--- src/rtl/mmio_uart_tx.sv ---
// Memory-mapped 8N1 UART transmitter on the core data bus.
// Stores fill a TX FIFO and set the baud divisor; loads return status.
module mmio_uart_tx #(
   parameter logic [31:0] BASE_ADDR   = 32'h1001_0100,
   parameter int          FIFO_DEPTH  = 8,
   parameter logic [15:0] DEFAULT_DIV = 16'd433
) (
   input  logic        clk,
   input  logic        reset,
   input  logic        Mem_Write_i,
   input  logic        Mem_Read_i,
   input  logic [31:0] Address_i,
   input  logic [31:0] Write_Data_i,
   output logic [31:0] Read_Data_o,
   output logic        sel_o,
   output logic        tx_o,
   output logic        irq_o
);

   localparam int AW = $clog2(FIFO_DEPTH);
   localparam int CW = AW + 1;

   typedef enum logic [1:0] {
      IDLE,
      START,
      DATA,
      STOP
   } state_t;

   // bus decode
   logic       sel;
   logic [1:0] off;
   logic       wr_en;
   logic       wr_tx;
   logic       wr_status;
   logic       wr_baud;
   logic       wr_ctrl;

   // fifo
   logic [7:0]    fifo_mem [FIFO_DEPTH];
   logic [AW-1:0] wr_ptr;
   logic [AW-1:0] rd_ptr;
   logic [CW-1:0] count;
   logic          full;
   logic          empty;
   logic          push;
   logic          pop;

   // control registers
   logic        ovf;
   logic [15:0] baud_div;
   logic [1:0]  ctrl;
   logic        irq;

   // transmitter
   state_t      state;
   state_t      state_nx;
   logic [15:0] baud_cnt;
   logic [15:0] baud_cnt_nx;
   logic [15:0] div_q;
   logic [15:0] div_nx;
   logic [2:0]  bit_idx;
   logic [2:0]  bit_idx_nx;
   logic [7:0]  shift;
   logic [7:0]  shift_nx;
   logic        tick;
   logic        can_start;
   logic        tx;
   logic        tx_nx;

   logic [31:0] status;
   logic [31:0] rd_mux;
   logic        unused;

   assign sel       = (Address_i[31:4] == BASE_ADDR[31:4]);
   assign off       = Address_i[3:2];
   assign wr_en     = Mem_Write_i & sel;
   assign wr_tx     = wr_en & (off == 2'd0);
   assign wr_status = wr_en & (off == 2'd1);
   assign wr_baud   = wr_en & (off == 2'd2);
   assign wr_ctrl   = wr_en & (off == 2'd3);

   assign full  = (count == CW'(FIFO_DEPTH));
   assign empty = (count == '0);

   // a pop in the same edge frees the slot, so a full push still lands
   assign push = wr_tx & (~full | pop);

   assign unused = ^{Address_i[1:0], Write_Data_i[31:16]};

   always_ff @(posedge clk) begin
      if (push) begin
         fifo_mem[wr_ptr] <= Write_Data_i[7:0];
      end
   end

   always_ff @(posedge clk or negedge reset) begin
      if (!reset) begin
         wr_ptr <= '0;
         rd_ptr <= '0;
         count  <= '0;
         ovf    <= 1'b0;
      end else begin
         if (push) begin
            wr_ptr <= wr_ptr + 1'b1;
         end
         if (pop) begin
            rd_ptr <= rd_ptr + 1'b1;
         end
         if (push && !pop) begin
            count <= count + 1'b1;
         end else if (pop && !push) begin
            count <= count - 1'b1;
         end
         if (wr_tx && full && !pop) begin
            ovf <= 1'b1;
         end else if (wr_status && Write_Data_i[3]) begin
            ovf <= 1'b0;
         end
      end
   end

   always_ff @(posedge clk or negedge reset) begin
      if (!reset) begin
         baud_div <= DEFAULT_DIV;
         ctrl     <= 2'b00;
         irq      <= 1'b0;
      end else begin
         if (wr_baud) begin
            baud_div <= Write_Data_i[15:0];
         end
         if (wr_ctrl) begin
            ctrl <= Write_Data_i[1:0];
         end
         irq <= empty & ctrl[1];
      end
   end

   assign tick      = (baud_cnt == div_q);
   assign can_start = ctrl[0] & ~empty;

   always_ff @(posedge clk or negedge reset) begin
      if (!reset) begin
         state    <= IDLE;
         baud_cnt <= '0;
         div_q    <= '0;
         bit_idx  <= '0;
         shift    <= '0;
         tx       <= 1'b1;
      end else begin
         state    <= state_nx;
         baud_cnt <= baud_cnt_nx;
         div_q    <= div_nx;
         bit_idx  <= bit_idx_nx;
         shift    <= shift_nx;
         tx       <= tx_nx;
      end
   end

   always_comb begin
      state_nx    = state;
      baud_cnt_nx = baud_cnt + 16'd1;
      div_nx      = div_q;
      bit_idx_nx  = bit_idx;
      shift_nx    = shift;
      pop         = 1'b0;
      unique case (state)
         IDLE: begin
            baud_cnt_nx = '0;
            if (can_start) begin
               pop      = 1'b1;
               shift_nx = fifo_mem[rd_ptr];
               div_nx   = baud_div;
               state_nx = START;
            end
         end
         START: begin
            if (tick) begin
               baud_cnt_nx = '0;
               bit_idx_nx  = '0;
               state_nx    = DATA;
            end
         end
         DATA: begin
            if (tick) begin
               baud_cnt_nx = '0;
               shift_nx    = {1'b0, shift[7:1]};
               bit_idx_nx  = bit_idx + 3'd1;
               if (bit_idx == 3'd7) begin
                  state_nx = STOP;
               end
            end
         end
         STOP: begin
            if (tick) begin
               baud_cnt_nx = '0;
               if (can_start) begin
                  // back-to-back frame with no idle gap
                  pop      = 1'b1;
                  shift_nx = fifo_mem[rd_ptr];
                  div_nx   = baud_div;
                  state_nx = START;
               end else begin
                  state_nx = IDLE;
               end
            end
         end
         default: begin
            state_nx = IDLE;
         end
      endcase
   end

   // line level is registered from the next state so it never glitches
   always_comb begin
      tx_nx = 1'b1;
      unique case (state_nx)
         START:   tx_nx = 1'b0;
         DATA:    tx_nx = shift_nx[0];
         default: tx_nx = 1'b1;
      endcase
   end

   assign status = {16'h0000,
                    {(8 - CW){1'b0}}, count,
                    4'h0, ovf, empty, full,
                    (state != IDLE)};

   always_comb begin
      rd_mux = '0;
      unique case (off)
         2'd0: rd_mux = '0;
         2'd1: rd_mux = status;
         2'd2: rd_mux = {16'h0000, baud_div};
         2'd3: rd_mux = {30'h0, ctrl};
         default: rd_mux = '0;
      endcase
   end

   assign Read_Data_o = (Mem_Read_i && sel) ? rd_mux : 32'h0;
   assign sel_o       = sel;
   assign tx_o        = tx;
   assign irq_o       = irq;

endmodule

--- config.mk ---
export PLATFORM = sky130hd
export DESIGN_NAME = mmio_uart_tx
export DESIGN_NICKNAME = d
export VERILOG_FILES = /design/src/rtl/mmio_uart_tx.sv
export SDC_FILE = /design/constraint.sdc
export NUM_CORES = 1
export LEC_CHECK = 0
export ABC_CLOCK_PERIOD_IN_PS = 3460
export CAP_MARGIN = 5
export CORE_MARGIN = 2
export CORE_UTILIZATION = 35
export CTS_BUF_LIST = sky130_fd_sc_hd__clkbuf_4
export CTS_CLUSTER_SIZE = 8
export DETAILED_ROUTE_END_ITERATION = 7
export GPL_ROUTABILITY_DRIVEN = 0
export HOLD_SLACK_MARGIN = 0.03
export PLACE_DENSITY = 0.59
export SYNTH_ARGS = -nofsm -noshare
export SYNTH_HDL_FRONTEND = slang
export SYNTH_SLANG_ARGS = --single-unit
--- constraint.sdc ---
create_clock -name clk -period 3.46 [get_ports clk]
set_clock_uncertainty 0.2 [all_clocks]
set_input_delay 0.692 -clock clk [delete_from_list [all_inputs] [get_ports clk]]
set_output_delay 0.692 -clock clk [all_outputs]
set_load 0.01 [all_outputs]
==> flow_metrics.py <==
metrics = {
    "outcome": {
        "status": "finished, final reports clean",
    },
    "timing": {
        "period_share": 0.964,
        "worst_slack_ns": 0.126,
        "tns_ns": 0,
        "holdWs_ns": 0.0902,
        "hold_violations": 0,
        "slew_violations": 0,
        "finalSetupViolCount": 0,
        "fmax_mhz": 300,
        "worst_pin_slew_ns": 0.980,
        "min_period_ns": 3.33,
        "slew_headroom": 0.347,
    },
    "synth": {
        "async_flop_share": 0.543,
        "yosys.area_share.adder": 0.0294,
        "synth-compound-area-share": 0.0583,
        "synth_area_leader_cell": "edfxtp_1",
        "ys.flop_type": "dfrtp_1",
        "synth.most_common_cell": "dfrtp_1",
        "muxShareOfSynthArea": 0.137,
        "ys.warnings.count": 0,
        "ys_seq_elements": 140,
        "synth_common_cells": "dfrtp_1 (70), edfxtp_1 (64), nor2_1 (40)",
        "syn_inst": 488,
        "netlist_area_um2": 6650,
        "syn_area_per_cell_um2": 13.6,
        "synth_top_area_frac": 0.289,
        "synth_edf_count": 64,
        "synth_cell_type_count": 59,
        "ys_top_cells_by_area": "edfxtp_1 (29%), dfrtp_1 (26%), mux2_2 (6.4%)",
        "synthSimpleGateAreaFrac": 0.106,
        "synth_top_family_by_area": "multiplexers",
        "seq_area_frac_synth": 0.576,
        "synth_xor_xnor_area_share": 0.0568,
    },
    "place": {
        "io_buffers": 68,
        "place_hpwl_mm": 9.59,
        "placed_cell_area_um2": 7740,
        "place_ws_ns": -0.429,
    },
    "pwr": {
        "cellPowerDensity_nw_per_um2": 374,
        "ir_drop_uv": 179,
        "leakage_uw": 0.00315,
    },
    "route": {
        "first_pass_iters": 6,
        "drtIter0Drc": 230,
        "routed_wl_mm": 13.4,
        "via_count": 4158,
        "drc": 0,
        "wl_per_cell_um": 15.9,
        "postRouteAntennaNets": 0,
        "via_per_inst": 4.91,
    },
    "global_route": {
        "overflow": 0,
        "grt_use_total": 0.145,
        "antenna_found_initial": 0,
        "grt_max_degree": 77,
        "grt_pass1_wl_mm": 22.5,
        "grt_pass1_vias": 4403,
    },
    "setup_path": {
        "path_delay_family": "simple AND/OR/NAND/NOR gates",
        "slowest_stage": "clkdlybuf4s50_1",
        "crit_path_cell_trace": "clkdlybuf4s50_1, nor4_1, nand4_1, nor2_2, nand2_2, nor2_4, buf_6, and2_1, clkdlybuf4s15_1",
        "required_ns": 2.57,
        "path_depth": 9,
        "crit_path_start_kind": "input pin",
        "cpPeakStageDelay_ns": 0.41,
        "rr_worst_depth": 13,
        "arrival_ns": 2.44,
        "worst-setup-path-type": "in -> out",
        "critPathMaxFanout": 8,
        "cp.buffers_inverters": 3,
        "endpoint_kind": "primary output",
    },
    "die": {
        "core-area_um2": 18600,
        "die_x_um": 142,
        "row_count": 50,
        "die_h_um": 142,
        "dieArea_um2": 20100,
        "ios": 103,
        "start_util": 0.357,
    },
    "cells_and_area": {
        "syn_to_final_growth_pct": 21.6,
        "final_core_util": 0.434,
        "seq_area_um2": 3830,
        "fin_area_um2": 8080,
        "nNetsFinal": 681,
        "multi_input_area_um2": 2710,
        "layout-drive-gt1-share": 0.270,
        "fillCellCount": 1709,
    },
    "clock_tree": {
        "clkSlewWorstSetupHoldPaths_ns": 0.13,
        "clockBufferDepth": 2,
        "root_buffer": "clkbuf_4",
        "cts_made_buffers": 17,
        "cts_tree": "yes",
        "cts.sinks": 140,
        "htree_num_levels": 4,
        "insertion_delay_ns": 0.54,
    },
    "hold_path": {
        "hp-class": "in -> async",
    },
    "job": {
        "max-cap-violations": 0,
    },
}
==> worst paths after layout <==
| kind | start | to | slack, ns |
|---|---|---|---|
| max reg2reg | baud_cnt[2] | count[3] | 0.18 |
| min | reset | baud_cnt[14] | 0.09 |
| max in group asynchronous | reset | baud_div[6] | 2.35 |
| max | Address_i[13] | Read_Data_o[5] | 0.13 |
| min in group clk | ovf | ovf | 0.32 |
| min reg2reg | ovf | ovf | 0.32 |
==> registers in the layout (all words and copies together), names as in the netlist <==
| register | count |
|---|---|
| fifo_mem | 64 |
| baud_cnt | 16 |
| baud_div | 16 |
| div_q | 16 |
| shift | 8 |
| count | 4 |
| bit_idx | 3 |
| rd_ptr | 3 |
| wr_ptr | 3 |
| ctrl | 2 |
| state | 2 |
| irq_o | 1 |
| ovf | 1 |
| tx_o | 1 |
==> per-stage QoR <==
step           std cells  power, µW
2_1_floorplan        503       1960
3_3_place_gp         807       2080
3_5_place_dp         807       2080
4_1_cts              843       3060
5_1_grt              845       3180
6_report             846       3030
==> timing repair <==
action / in CTS / in global routing
buffers inserted: 4 / 2
hold endpoints to repair: 0 / 0
pin swaps: 2 / 7
hold buffers: 0 / 0
setup endpoints to repair: 16 / 16
gates resized for setup: 20 / 21
==> per-layer routing <==
layer	global-route usage	routed length, µm	vias to the layer above
met4	0.0474	155	0
met5	0	0	-
met1	0.189	6090	2063
met3	0.0358	583	10
met2	0.239	6600	108
li1	-	-	1977
==> final cells by class <==
class,count,share of cell area
antenna,1,0.000310
multi-input combinational,323,0.335
clock inverter,15,0.0159
inverter,10,0.00464
sequential,140,0.474
clock buffer,17,0.0158
timing repair buffer,106,0.118
tap,234,0.0362
==> logic make-up after synthesis <==
logic type | count (synthesis)
other | 1
AND/OR/NAND/NOR | 133
adder cells (fa/ha/maj) | 15
flip-flops | 140
XOR/XNOR | 38
multiplexers | 66
AO/OA/AOI/OAI | 55
buffers and inverters | 40
==> worst reg2reg max path, stage by stage, from the launching register on <==
cell and delay, ns:
dfrtp_1 0.49, xnor2_2 0.17, nand4_2 0.13, or4_4 0.62
o211ai_4 0.23, and2_4 0.19, ha_1 0.17, inv_1 0.06
ha_1 0.26, a21o_1 0.17, a21oi_1 0.16, xnor2_1 0.13
nor2_1 0.07, xor2_1 0.14
==> cell usage in the layout, fill, tap and decap left out, types with 3 or more instances in the layout <==
cell type,netlist,routed
nand3_1,10,10
ha_1,14,14
clkbuf_4,0,17
a21o_1,3,3
nor4b_2,1,4
xnor2_2,6,7
inv_1,10,10
nor4_2,0,3
a22oi_1,14,14
mux2_2,38,38
and3_1,5,5
dfstp_2,6,6
mux2i_1,10,10
nor3_1,7,7
xor2_1,7,7
edfxtp_1,64,64
mux4_2,16,16
nand2b_1,4,4
xnor2_1,25,24
a21oi_1,3,3
inv_6,0,7
buf_4,19,38
conb_1,1,16
nand4_1,3,3
nand2_1,28,27
clkinvlp_4,0,4
clkdlybuf4s50_1,0,50
inv_8,0,3
o21ai_0,19,19
and2_1,11,11
clkdlybuf4s15_1,0,5
dlygate4sd2_1,0,8
dfrtp_1,70,70
clkbuf_2,0,3
nor2_1,40,38
==> power breakdown <==
part / internal [µW] / switching, µW
registers: 1760 / 11.8
logic: 122 / 165
clock network: 310 / 662
Power figures use the tool's default switching activity.
